File: config.mk
export PLATFORM = sky130hd
export DESIGN_NAME = mp_limb_seq_flat
export DESIGN_NICKNAME = d
export VERILOG_FILES = /design/src/rtl/mp_limb_seq_if.sv /design/src/rtl/mp_limb_seq.sv /design/src/flat_wrapper.sv
export SDC_FILE = /design/constraint.sdc
export NUM_CORES = 1
export LEC_CHECK = 0
export CAP_MARGIN = 20
export CORE_ASPECT_RATIO = 0.5
export CORE_MARGIN = 4
export CORE_UTILIZATION = 41
export CTS_CLUSTER_SIZE = 20
export DETAILED_ROUTE_END_ITERATION = 6
export PLACE_DENSITY = 0.71
export SYNTH_ARGS = -nofsm -noshare
export SYNTH_HDL_FRONTEND = slang
export SYNTH_SLANG_ARGS = --single-unit
File: constraint.sdc
create_clock -name clk -period 5.4 [get_ports clk]
set_input_delay 1.35 -clock clk [delete_from_list [all_inputs] [get_ports clk]]
set_output_delay 1.35 -clock clk [all_outputs]
set_load 0.02 [all_outputs]
File: src/rtl/mp_limb_seq_if.sv
// Request/completion and limb-RAM port bundle for the multi-precision add/subtract sequencer.
// The master side is the issue logic plus the RAM. The slave side is the sequencer.
interface mp_limb_seq_if #(
  parameter int LIMB_W = 64,
  parameter int ADDR_W = 8
);
  logic              start;
  logic [1:0]        op;
  logic [ADDR_W-1:0] a_base;
  logic [ADDR_W-1:0] b_base;
  logic [ADDR_W-1:0] d_base;
  logic              rd_en;
  logic [ADDR_W-1:0] rd_addr_a;
  logic [ADDR_W-1:0] rd_addr_b;
  logic [LIMB_W-1:0] rd_data_a;
  logic [LIMB_W-1:0] rd_data_b;
  logic              wr_en;
  logic [ADDR_W-1:0] wr_addr;
  logic [LIMB_W-1:0] wr_data;
  logic              busy;
  logic              done;
  logic              flag_c;
  logic              flag_z;
  logic [1:0]        dbg_state;

  // Handshake: start is taken only when the sequencer is idle and not pulsing done.
  // busy covers the whole operation, and done is a single-cycle pulse with the flags.
  // The RAM returns rd_data_* one cycle after rd_en and commits writes on the wr_en edge.
  modport master (
    output start, op, a_base, b_base, d_base, rd_data_a, rd_data_b,
    input  rd_en, rd_addr_a, rd_addr_b, wr_en, wr_addr, wr_data,
    input  busy, done, flag_c, flag_z, dbg_state
  );

  modport slave (
    input  start, op, a_base, b_base, d_base, rd_data_a, rd_data_b,
    output rd_en, rd_addr_a, rd_addr_b, wr_en, wr_addr, wr_data,
    output busy, done, flag_c, flag_z, dbg_state
  );
endinterface

File: src/rtl/mp_limb_seq.sv
// Multi-precision ADD/SUB/NEG/CMP sequencer. It streams limb pairs from a synchronous RAM
// through one LIMB_W-bit adder, chains the carry between limbs, and writes result limbs back.
module mp_limb_seq #(
  parameter int LIMB_W = 64,
  parameter int NLIMBS = 4,
  parameter int ADDR_W = 8
) (
  input logic clk,
  input logic rst,
  mp_limb_seq_if.slave bus
);
  localparam int CNT_W = (NLIMBS > 1) ? $clog2(NLIMBS) : 1;
  localparam logic [CNT_W-1:0] LAST_IDX = CNT_W'(NLIMBS - 1);

  localparam logic [1:0] OP_ADD = 2'b00;
  localparam logic [1:0] OP_NEG = 2'b10;
  localparam logic [1:0] OP_CMP = 2'b11;

  typedef enum logic [1:0] {
    IDLE  = 2'd0,
    ISSUE = 2'd1,
    DRAIN = 2'd2
  } state_t;

  state_t            state;
  logic [1:0]        op_q;
  logic [ADDR_W-1:0] wr_ptr;
  logic [CNT_W-1:0]  idx;
  logic              drain_cnt;
  logic              rd_vld;
  logic              c_q;
  logic              z_acc;
  logic [LIMB_W-1:0] x;
  logic [LIMB_W-1:0] y;
  logic [LIMB_W:0]   sum;

  assign bus.dbg_state = state;

  // The carry register starts at 1 for the subtract family, so ~B + 1 forms the two's complement.
  always_comb begin
    x = bus.rd_data_a;
    y = ~bus.rd_data_b;
    if (op_q == OP_ADD) begin
      y = bus.rd_data_b;
    end else if (op_q == OP_NEG) begin
      x = '0;
      y = ~bus.rd_data_a;
    end
    sum = {1'b0, x} + {1'b0, y} + {{LIMB_W{1'b0}}, c_q};
  end

  always_ff @(posedge clk) begin
    if (rst) begin
      state         <= IDLE;
      op_q          <= '0;
      wr_ptr        <= '0;
      idx           <= '0;
      drain_cnt     <= 1'b0;
      rd_vld        <= 1'b0;
      c_q           <= 1'b0;
      z_acc         <= 1'b0;
      bus.rd_en     <= 1'b0;
      bus.rd_addr_a <= '0;
      bus.rd_addr_b <= '0;
      bus.wr_en     <= 1'b0;
      bus.wr_addr   <= '0;
      bus.wr_data   <= '0;
      bus.busy      <= 1'b0;
      bus.done      <= 1'b0;
      bus.flag_c    <= 1'b0;
      bus.flag_z    <= 1'b0;
    end else begin
      bus.done  <= 1'b0;
      bus.wr_en <= 1'b0;
      rd_vld    <= bus.rd_en;

      // The read data for limb i arrives one cycle after its read strobe.
      // The adder result is registered as the write for that limb.
      if (rd_vld) begin
        bus.wr_en   <= (op_q != OP_CMP);
        bus.wr_addr <= wr_ptr;
        bus.wr_data <= sum[LIMB_W-1:0];
        wr_ptr      <= wr_ptr + ADDR_W'(1);
        c_q         <= sum[LIMB_W];
        if (sum[LIMB_W-1:0] != '0) z_acc <= 1'b0;
      end

      case (state)
        IDLE: begin
          // A start that arrives in the done cycle is dropped, so the block stays idle for that cycle.
          if (bus.start && !bus.done) begin
            state         <= ISSUE;
            op_q          <= bus.op;
            bus.rd_en     <= 1'b1;
            bus.rd_addr_a <= bus.a_base;
            bus.rd_addr_b <= bus.b_base;
            wr_ptr        <= bus.d_base;
            idx           <= '0;
            bus.busy      <= 1'b1;
            c_q           <= (bus.op != OP_ADD);
            z_acc         <= 1'b1;
          end
        end
        ISSUE: begin
          if (idx == LAST_IDX) begin
            bus.rd_en <= 1'b0;
            drain_cnt <= 1'b0;
            state     <= DRAIN;
          end else begin
            idx           <= idx + CNT_W'(1);
            bus.rd_addr_a <= bus.rd_addr_a + ADDR_W'(1);
            bus.rd_addr_b <= bus.rd_addr_b + ADDR_W'(1);
          end
        end
        DRAIN: begin
          if (drain_cnt) begin
            state      <= IDLE;
            bus.busy   <= 1'b0;
            bus.done   <= 1'b1;
            bus.flag_c <= (op_q == OP_ADD) ? c_q : ~c_q;
            bus.flag_z <= z_acc;
          end else begin
            drain_cnt <= 1'b1;
          end
        end
        default: state <= IDLE;
      endcase
    end
  end
endmodule

File: src/flat_wrapper.sv
// flat-port wrapper written by rule: the top's interface ports become plain ports
module mp_limb_seq_flat 
#(
  parameter int LIMB_W = 64,
  parameter int NLIMBS = 4,
  parameter int ADDR_W = 8
)
  (clk, rst, bus_start, bus_op, bus_a_base, bus_b_base, bus_d_base, bus_rd_data_a, bus_rd_data_b, bus_rd_en, bus_rd_addr_a, bus_rd_addr_b, bus_wr_en, bus_wr_addr, bus_wr_data, bus_busy, bus_done, bus_flag_c, bus_flag_z, bus_dbg_state);
  mp_limb_seq_if #(.LIMB_W(LIMB_W), .ADDR_W(ADDR_W)) bus_i ();
  input logic clk;
  input logic rst;
  input wire logic [$bits(bus_i.start)-1:0] bus_start;
  input wire logic [$bits(bus_i.op)-1:0] bus_op;
  input wire logic [$bits(bus_i.a_base)-1:0] bus_a_base;
  input wire logic [$bits(bus_i.b_base)-1:0] bus_b_base;
  input wire logic [$bits(bus_i.d_base)-1:0] bus_d_base;
  input wire logic [$bits(bus_i.rd_data_a)-1:0] bus_rd_data_a;
  input wire logic [$bits(bus_i.rd_data_b)-1:0] bus_rd_data_b;
  output wire logic [$bits(bus_i.rd_en)-1:0] bus_rd_en;
  output wire logic [$bits(bus_i.rd_addr_a)-1:0] bus_rd_addr_a;
  output wire logic [$bits(bus_i.rd_addr_b)-1:0] bus_rd_addr_b;
  output wire logic [$bits(bus_i.wr_en)-1:0] bus_wr_en;
  output wire logic [$bits(bus_i.wr_addr)-1:0] bus_wr_addr;
  output wire logic [$bits(bus_i.wr_data)-1:0] bus_wr_data;
  output wire logic [$bits(bus_i.busy)-1:0] bus_busy;
  output wire logic [$bits(bus_i.done)-1:0] bus_done;
  output wire logic [$bits(bus_i.flag_c)-1:0] bus_flag_c;
  output wire logic [$bits(bus_i.flag_z)-1:0] bus_flag_z;
  output wire logic [$bits(bus_i.dbg_state)-1:0] bus_dbg_state;
  assign bus_i.start = bus_start;
  assign bus_i.op = bus_op;
  assign bus_i.a_base = bus_a_base;
  assign bus_i.b_base = bus_b_base;
  assign bus_i.d_base = bus_d_base;
  assign bus_i.rd_data_a = bus_rd_data_a;
  assign bus_i.rd_data_b = bus_rd_data_b;
  assign bus_rd_en = bus_i.rd_en;
  assign bus_rd_addr_a = bus_i.rd_addr_a;
  assign bus_rd_addr_b = bus_i.rd_addr_b;
  assign bus_wr_en = bus_i.wr_en;
  assign bus_wr_addr = bus_i.wr_addr;
  assign bus_wr_data = bus_i.wr_data;
  assign bus_busy = bus_i.busy;
  assign bus_done = bus_i.done;
  assign bus_flag_c = bus_i.flag_c;
  assign bus_flag_z = bus_i.flag_z;
  assign bus_dbg_state = bus_i.dbg_state;
  mp_limb_seq #(.LIMB_W(LIMB_W), .NLIMBS(NLIMBS), .ADDR_W(ADDR_W)) u_core (.clk(clk), .rst(rst), .bus(bus_i));
endmodule
==> summary.txt, run 1 <==
Status
  • Outcome: completed

Timing
  • Fin Clk Skew: 0.00943 ns
  • Tcrit/Tclk final: a little under 100%
  • Worst slew pin tran: 0.960 ns
  • Achievable frequency: 192 MHz
  • Post-route minimum period: between 5 and 6 ns
  • Final Hold Violating Endpoints: 0
  • Worst slew margin: between 30% and 40%
  • Fin Hold WS: 0.458 ns
  • Final Max Tran Viols: 0
  • Final setup viols: 0

Power
  • Sw Share: between 40% and 50%
  • Comb power frac: approximately 56%
  • Power density over the cells: between 200 and 300 mW/mm^2
  • Int Pwr: between 2 and 2.5 mW
  • Clock share of power: 18.8%
  • NetSw: about 1.6 mW
  • Leak: 5.52 nW
  • Flop pwr share: between 20% and 30%
  • Max VDD drop: approximately 160 uV
  • Design Power: 3.78 mW

Clocking
  • TritonCTS clock tree: yes
  • Max clock buf depth: 2
  • Skew-Pair Late Insertion Delay: 0.37 ns
  • Clock slew at reported path FFs: around 0.080 ns
  • Clk root buf: clkbuf_16
  • Cts bufs inserted: 9
  • CTS H-tree lvls: 3
  • # clock sinks: roughly 110

Drt
  • 1st-pass router iterations: 5
  • Vias/cell: 5.52
  • Antenna violation net count after detailed routing: 0
  • Via count: ~12000
  • Routed length per placed instance: 17.6 microns
  • Drc violations: 0
  • Drt first-iter violations: 856
  • DRT Wirelength: about 37000 microns

Synth
  • Largest area contributor in the netlist: dfxtp_1
  • Post-synth top flop: dfxtp_1
  • Post-synthesis sequential area ratio: 21.3%
  • Synth cell types: 71
  • Area contributors post-synth: dfxtp_1 (21%), mux2i_1 (12%), ha_1 (8.0%), nand2_1 (6.4%), o21ai_0 (6.4%)
  • Mapped Avg Cell Area: 7.17 sq um
  • Post-Syn Nets: between 1500 and 2000
  • Cell count after synthesis: 1467
  • Asr flop ratio synth: 0%
  • Top-area cell type share of the netlist area: 21.3%
  • Syn. warnings: 0
  • Post-synth EDFFs: 0
  • Mapped Area: approximately 0.011 sq mm
  • Synth Register Bits: 112

Final layout
  • Share of cells above drive strength 1: 9.85%
  • Nets: 1998
  • Area Growth Syn to Fin: 38.1%
  • Design area: 0.0145 sq mm

Global routing
  • Total track usage: 25.9%
  • Initial antenna violation count: 1
  • Vias in the first global route: 11100
  • Global-route wire length before repair: 59500 microns
  • Congestion Overflow GR: 0
  • Largest net degree at the start of global routing: ~100

Placed design
  • HPWL after DPL: roughly 30000 microns
  • Total placed instance area: 0.0141 sq mm
  • RePlAce Congestion: around 0.96
  • PortBufs: 252

Floorplanning
  • Ports: about 250
  • Die H: roughly 120 microns
  • Core Area: 0.0252 sq mm
  • Starting Density: 41.7%
  • Die area: 0.0284 sq mm
  • Num rows: 41
  • Die W: 235 microns

Setup path
  • Crit path arrival time: roughly 5.5 ns
  • Type of the worst setup path: in2reg
  • Startpoint types: input pin
  • Worst path required time: 5.69 ns
  • CP endpoint kind: register
  • CP max FO: 4

Flow run
  • Max-cap violations: 0

Hold path
  • Hold crit path type: reg2reg
cell usage after synthesis (all sizes together), types with 21 or more instances:
cell,count
xnor2,32
nand3,28
nand2,180
nor3,24
and2,66
a21oi,126
inv,21
clkbuf,74
ha,67
mux2i,124
o21ai,138
nand4,29
nor2,176
dfxtp,112
path summary, 6_finish.rpt:
kind	slack (ns)	cells after the start	from	end
max	0.18	20	bus_rd_data_a[0]	u_core.z_acc
min	0.46	2	u_core.bus.busy	u_core.bus.busy
max reg2reg	0.92	15	u_core.op_q[0]	u_core.z_acc
min reg2reg	0.46	2	u_core.bus.busy	u_core.bus.busy
metal layers:
layer,global-route usage (%),routed length (microns)
met1,36.1,17500
met3,4.15,1760
met4,6.48,742
met5,0,0
met2,42.0,17400
sequential cells by signal, indices dropped and copies added, names as in the netlist:
name / flops
u_core.bus.busy: 1
u_core.bus.dbg_state: 2
u_core.bus.done: 1
u_core.bus.flag_c: 1
u_core.bus.flag_z: 1
u_core.bus.rd_addr_a: 8
u_core.bus.rd_addr_b: 8
u_core.bus.rd_en: 1
u_core.bus.wr_addr: 8
u_core.bus.wr_data: 64
u_core.bus.wr_en: 1
u_core.c_q: 1
u_core.drain_cnt: 1
u_core.idx: 2
u_core.op_q: 2
u_core.rd_vld: 1
u_core.wr_ptr: 8
u_core.z_acc: 1
final cells by class:
class | count | area (sq um)
clock inverter | 6 | 80.1
antenna | 1 | 2.50
sequential | 112 | 2250
tap | 344 | 430
fill | 2421 | 10700
clock buffer | 10 | 229
inverter | 22 | 82.6
timing repair buffer | 378 | 3490
multi-input combinational | 1249 | 7960
layout by cell type, fill, tap and decap left out, drive strengths merged, types with 10 or more instances in the layout:
cell | synthesis | routed
dfxtp | 112 | 112
xor2 | 19 | 19
xnor2 | 32 | 32
nor3 | 24 | 24
a21o | 19 | 19
a31oi | 14 | 14
nand3 | 28 | 28
nor4 | 14 | 14
nand2 | 180 | 180
o21a | 12 | 12
buf | 10 | 127
o211ai | 10 | 10
a21oi | 126 | 126
nor2 | 176 | 176
clkdlybuf4s50 | 0 | 251
and2 | 66 | 66
o31ai | 12 | 12
ha | 67 | 67
nor2b | 15 | 15
o21ai | 138 | 138
a211oi | 19 | 19
and3 | 13 | 13
inv | 21 | 23
mux2i | 124 | 124
nand4 | 29 | 29
clkbuf | 74 | 10
worst max-delay path, cell delays in order:
cell and delay [ns]:
clkdlybuf4s50_1 0.49, nand2_1 0.06, o21ai_1 0.08, mux2_4 0.17
fa_2 0.20, inv_1 0.06, fa_2 0.37, a21o_1 0.20
a221o_1 0.39, and4_4 0.19, o211ai_4 0.20, a2111oi_2 0.10
buf_4 0.17, buf_4 0.13, o21a_4 0.21, or3_4 0.34
a2111o_1 0.38, and4bb_1 0.27, nand4_1 0.08, o21ai_1 0.08
power groups by stage:
stage	Clock (mW)	Sequential [mW]	Combinational, mW
after floorplan	0	1.02	1.14
after global placement	0	0.969	2.06
after detailed placement	0	0.970	2.06
after CTS	0.727	0.952	2.07
after global routing	0.756	0.962	2.30
final	0.709	0.952	2.12
cell families after synthesis:
logic type,share of synthesized area (%)
flops,21.3
fa+ha+maj,8.35
compound gates,24.0
xor+xnor,4.25
mux,12.0
buf+inv,3.82
simple gates,26.3
per-stage QoR:
step	utilization, %	setup slack, ns	std cells	setup TNS (ns)
final	57.6	0.179	2122	0
after global routing	57.6	-0.00940	2122	-0.00940
after CTS	57.1	0.0394	2117	0
after detailed placement	55.9	-0.323	2101	-0.388
after global placement	55.9	-0.305	2101	-0.338
after floorplan	-	0.705	1467	0
what timing repair did:
action	in CTS	in global routing
hold buffers	0	0
gates resized for setup	0	17
setup buffers	0	4
endpoints found under the setup margin	0	3
Power figures use the tool's default switching activity.
==> run 2, diff against run 1 <==
--- a/config.mk
+++ b/config.mk
@@ -9,3 +9,2 @@
 export CORE_ASPECT_RATIO = 0.5
-export CORE_MARGIN = 4
 export CORE_UTILIZATION = 41
==> constraint.sdc (replaced) <==
create_clock -name clk -period 5.4 [get_ports clk]
set_input_delay 1.62 -clock clk [delete_from_list [all_inputs] [get_ports clk]]
set_output_delay 1.62 -clock clk [all_outputs]
set_load 0.02 [all_outputs]
==> summary.txt, run 2 (same netlist as run 1, synthesis figures left out) <==
Status
  • Outcome: completed

Global routing
  • Global-route wire length before repair: 59400 microns (about the same)
  • Largest net degree at the start of global routing: 94 (-7.8%)
  • Vias in the first global route: 11300 (+1.2%)
  • Total track usage: 28.1% (+2.2 points)
  • Congestion Overflow GR: 0 (unchanged)
  • Initial antenna violation count: 0 (-1)

Power
  • Power density over the cells: 266 mW/mm^2 (+2.2%)
  • Leak: 6.06 nW (+9.6%)
  • Max VDD drop: 159 uV (-2.6%)
  • Sw Share: 40.2% (-1.1 points)
  • Int Pwr: 2.44 mW (+9.9%)
  • Clock share of power: 17.8% (-1.0 points)
  • Flop pwr share: 23.5% (-1.7 points)
  • NetSw: 1.64 mW (+5.1%)
  • Comb power frac: 58.8% (+2.8 points)

Clocking
  • # clock sinks: 112 (unchanged)
  • Clock slew at reported path FFs: 0.08 ns (about the same)
  • TritonCTS clock tree: yes
  • CTS H-tree lvls: 3 (unchanged)
  • Max clock buf depth: 2 (unchanged)
  • Clk root buf: clkbuf_16
  • Skew-Pair Late Insertion Delay: 0.38 ns (about the same)
  • Cts bufs inserted: 9 (unchanged)

Placed design
  • HPWL after DPL: 30200 microns (+0.20%)
  • Inst Count DP: 2211 (+5.2%)
  • PortBufs: 252 (unchanged)
  • RePlAce Congestion: 0.976 (+1.6%)
  • Post-Place Worst Slack: -0.576 ns (-0.253 ns)

Final layout
  • Commonest non-fill, non-tap cells in the layout: clkdlybuf4s50_1 (249), buf_4 (233), nand2_1 (180)
  • Number of diodes: 0 (-1)
  • Most flop-heavy register: u_core.bus.wr_data
  • Commonest non-fill, non-tap cell in the layout: clkdlybuf4s50_1
  • Cell Count, Final, Fillers Out: 2229 (+5.0%)
  • Share of cells above drive strength 1: 15.1% (+5.3 points)
  • Fillers: 2298 (-5.1%)
  • Max reg flops: 64 (unchanged)
  • Nets: 2106 (+5.4%)
  • Area Growth Syn to Fin: 45.8%

Drt
  • Routed length per placed instance: 16.9 microns (-4.1%)
  • Vias/cell: 5.47 (-0.96%)
  • Drt first-iter violations: 965 (+13%)
  • Drc violations: 0 (unchanged)
  • Antenna violation net count after detailed routing: 0 (unchanged)
  • 1st-pass router iterations: 5 (unchanged)
  • Via count: 12200 (+4.0%)
  • DRT Wirelength: 37600 microns (+0.70%)

Floorplanning
  • Starting Density: 41.8% (+0.085 points)
  • Die area: 0.0263 sq mm (-7.4%)
  • Core Area: 0.0252 sq mm (-0.20%)
  • Num rows: 41 (unchanged)
  • Ports: 253 (unchanged)
  • Die W: 229 microns (-2.6%)
  • Die H: 115 microns (-4.9%)

Setup path
  • Type of the worst setup path: in2reg
  • CP endpoint kind: register
  • CP bufs+invs: 2 (-2)
  • CP peak stage delay: 0.50 ns (about the same)
  • Crit path cell chain: clkdlybuf4s50_1 > nand2_1 > o21ai_0 > mux2i_1 > ha_1 > and2_2 > a21boi_0 > o21ai_0 > o211ai_4 > a2111oi_4 > or2_4 > mux2i_2 > a2111o_1 > nor4b_2 > buf_4 > nand4_1 > o21ai_1
  • CP max FO: 3 (-1)
  • Worst path required time: 5.71 ns (+0.02 ns)
  • Critical path's top delay family: compound AO/OA/AOI/OAI gates
  • Slowest cell on crit path: o21ai_0
  • Crit path arrival time: 5.55 ns (+0.04 ns)
  • Most Frequent Cell on Critical Path: o21ai_0
  • Startpoint types: input pin

Timing
  • Final Max Tran Viols: 0 (unchanged)
  • Fin Clk Skew: 0.0123 ns (+0.00283 ns)
  • Tcrit/Tclk final: 97.1% (+0.39 points)
  • Final worst setup slack: 0.158 ns (-0.0213 ns)
  • Final setup viols: 0 (unchanged)
  • Worst slew pin tran: 0.934 ns (-0.0261 ns)
  • Achievable frequency: 191 MHz (-0.41%)
  • Final Hold Violating Endpoints: 0 (unchanged)
  • Post-route minimum period: 5.24 ns (+0.0213 ns)
  • Worst slew margin: 37.6% (+1.6 points)

Hold path
  • Hold crit path type: reg2reg

Flow run
  • Max-cap violations: 0 (unchanged)
[run 2: cell types whose count changed in the layout (fill, tap and decap cells not counted), sizes merged]
cell           before  now
diode               1    0
inv                23   25
clkinvlp            1    0
buf               127  235
clkdlybuf4s50     251  249
dlymetal6s2s        0    2
clkinv              3    2
[run 2: repair_timing]
| action | in CTS | in global routing |
|---|---|---|
| setup endpoints to repair | 1 | 1 |
| hold endpoints to repair | 0 | 0 |
| resized for setup | 9 | 15 |
| setup buffers | 2 | 1 |
| pin swaps | 4 | 12 |
| hold buffers | 0 | 0 |
[run 2: power groups by stage]
stage	logic [mW]	registers, mW	clock network, mW
after CTS	2.36	0.956	0.739
after global placement	2.32	0.973	0
after detailed placement	2.33	0.974	0
final	2.39	0.957	0.724
after global routing	2.59	0.965	0.771
after floorplan	1.14	1.02	0
[run 2: final cells by class]
type / instances / area (sq um) / area share (%)
clock inverters: 6 / 81.3 / 0.530
inverters: 22 / 82.6 / 0.538
clock buffers: 10 / 229 / 1.49
well taps: 344 / 430 / 2.81
flip-flops and latches: 112 / 2250 / 14.7
repair buffers: 486 / 4310 / 28.1
multi-input cells: 1249 / 7960 / 51.9
[run 2: worst register-to-register path, cell delays in order, from the launching register on]
cell       delay (ns)
dfxtp_4          0.61
nand2b_1         0.20
buf_4            0.20
nand2_1          0.10
fa_2             0.38
inv_2            0.07
fa_2             0.21
a21o_1           0.14
a221o_1          0.21
and4_4           0.25
o211ai_4         0.10
a2111oi_4        0.50
or2_4            0.23
mux2i_2          0.10
a2111o_1         0.44
nor4b_2          0.29
buf_4            0.18
nand4_1          0.07
o21ai_1          0.09
[run 2: worst paths after layout]
check	slack, ns	depth (start not counted)	end	startpoint
worst max-delay path	0.16	17	u_core.z_acc	bus_rd_data_a[9]
worst min-delay path	0.46	2	u_core.bus.busy	u_core.bus.busy
worst max register to register	0.95	18	u_core.z_acc	u_core.op_q[0]
worst min register to register	0.46	2	u_core.bus.busy	u_core.bus.busy
[run 2: metrics by stage]
stage	TNS (ns)	area [sq um]	util, %	power [mW]	hold slack [ns]
global route	-0.0139	15300	60.9	4.33	0.487
CTS	0	15300	60.7	4.05	0.466
finish	0	15300	60.9	4.08	0.462
floorplan	0	10500	-	2.16	0.448
detailed placement	-1.07	14900	59.3	3.30	0.451
global placement	-0.801	14900	59.3	3.30	0.444
[run 2: metal layers]
layer / part of all wire, % / up-vias / GRT usage [%]
li1: - / 6114 / -
met1: 48 / 5753 / 38.1
met2: 47 / 290 / 48.2
met3: 4.0 / 32 / 3.30
met4: 1.1 / 0 / 5.77
met5: 0 / - / 0
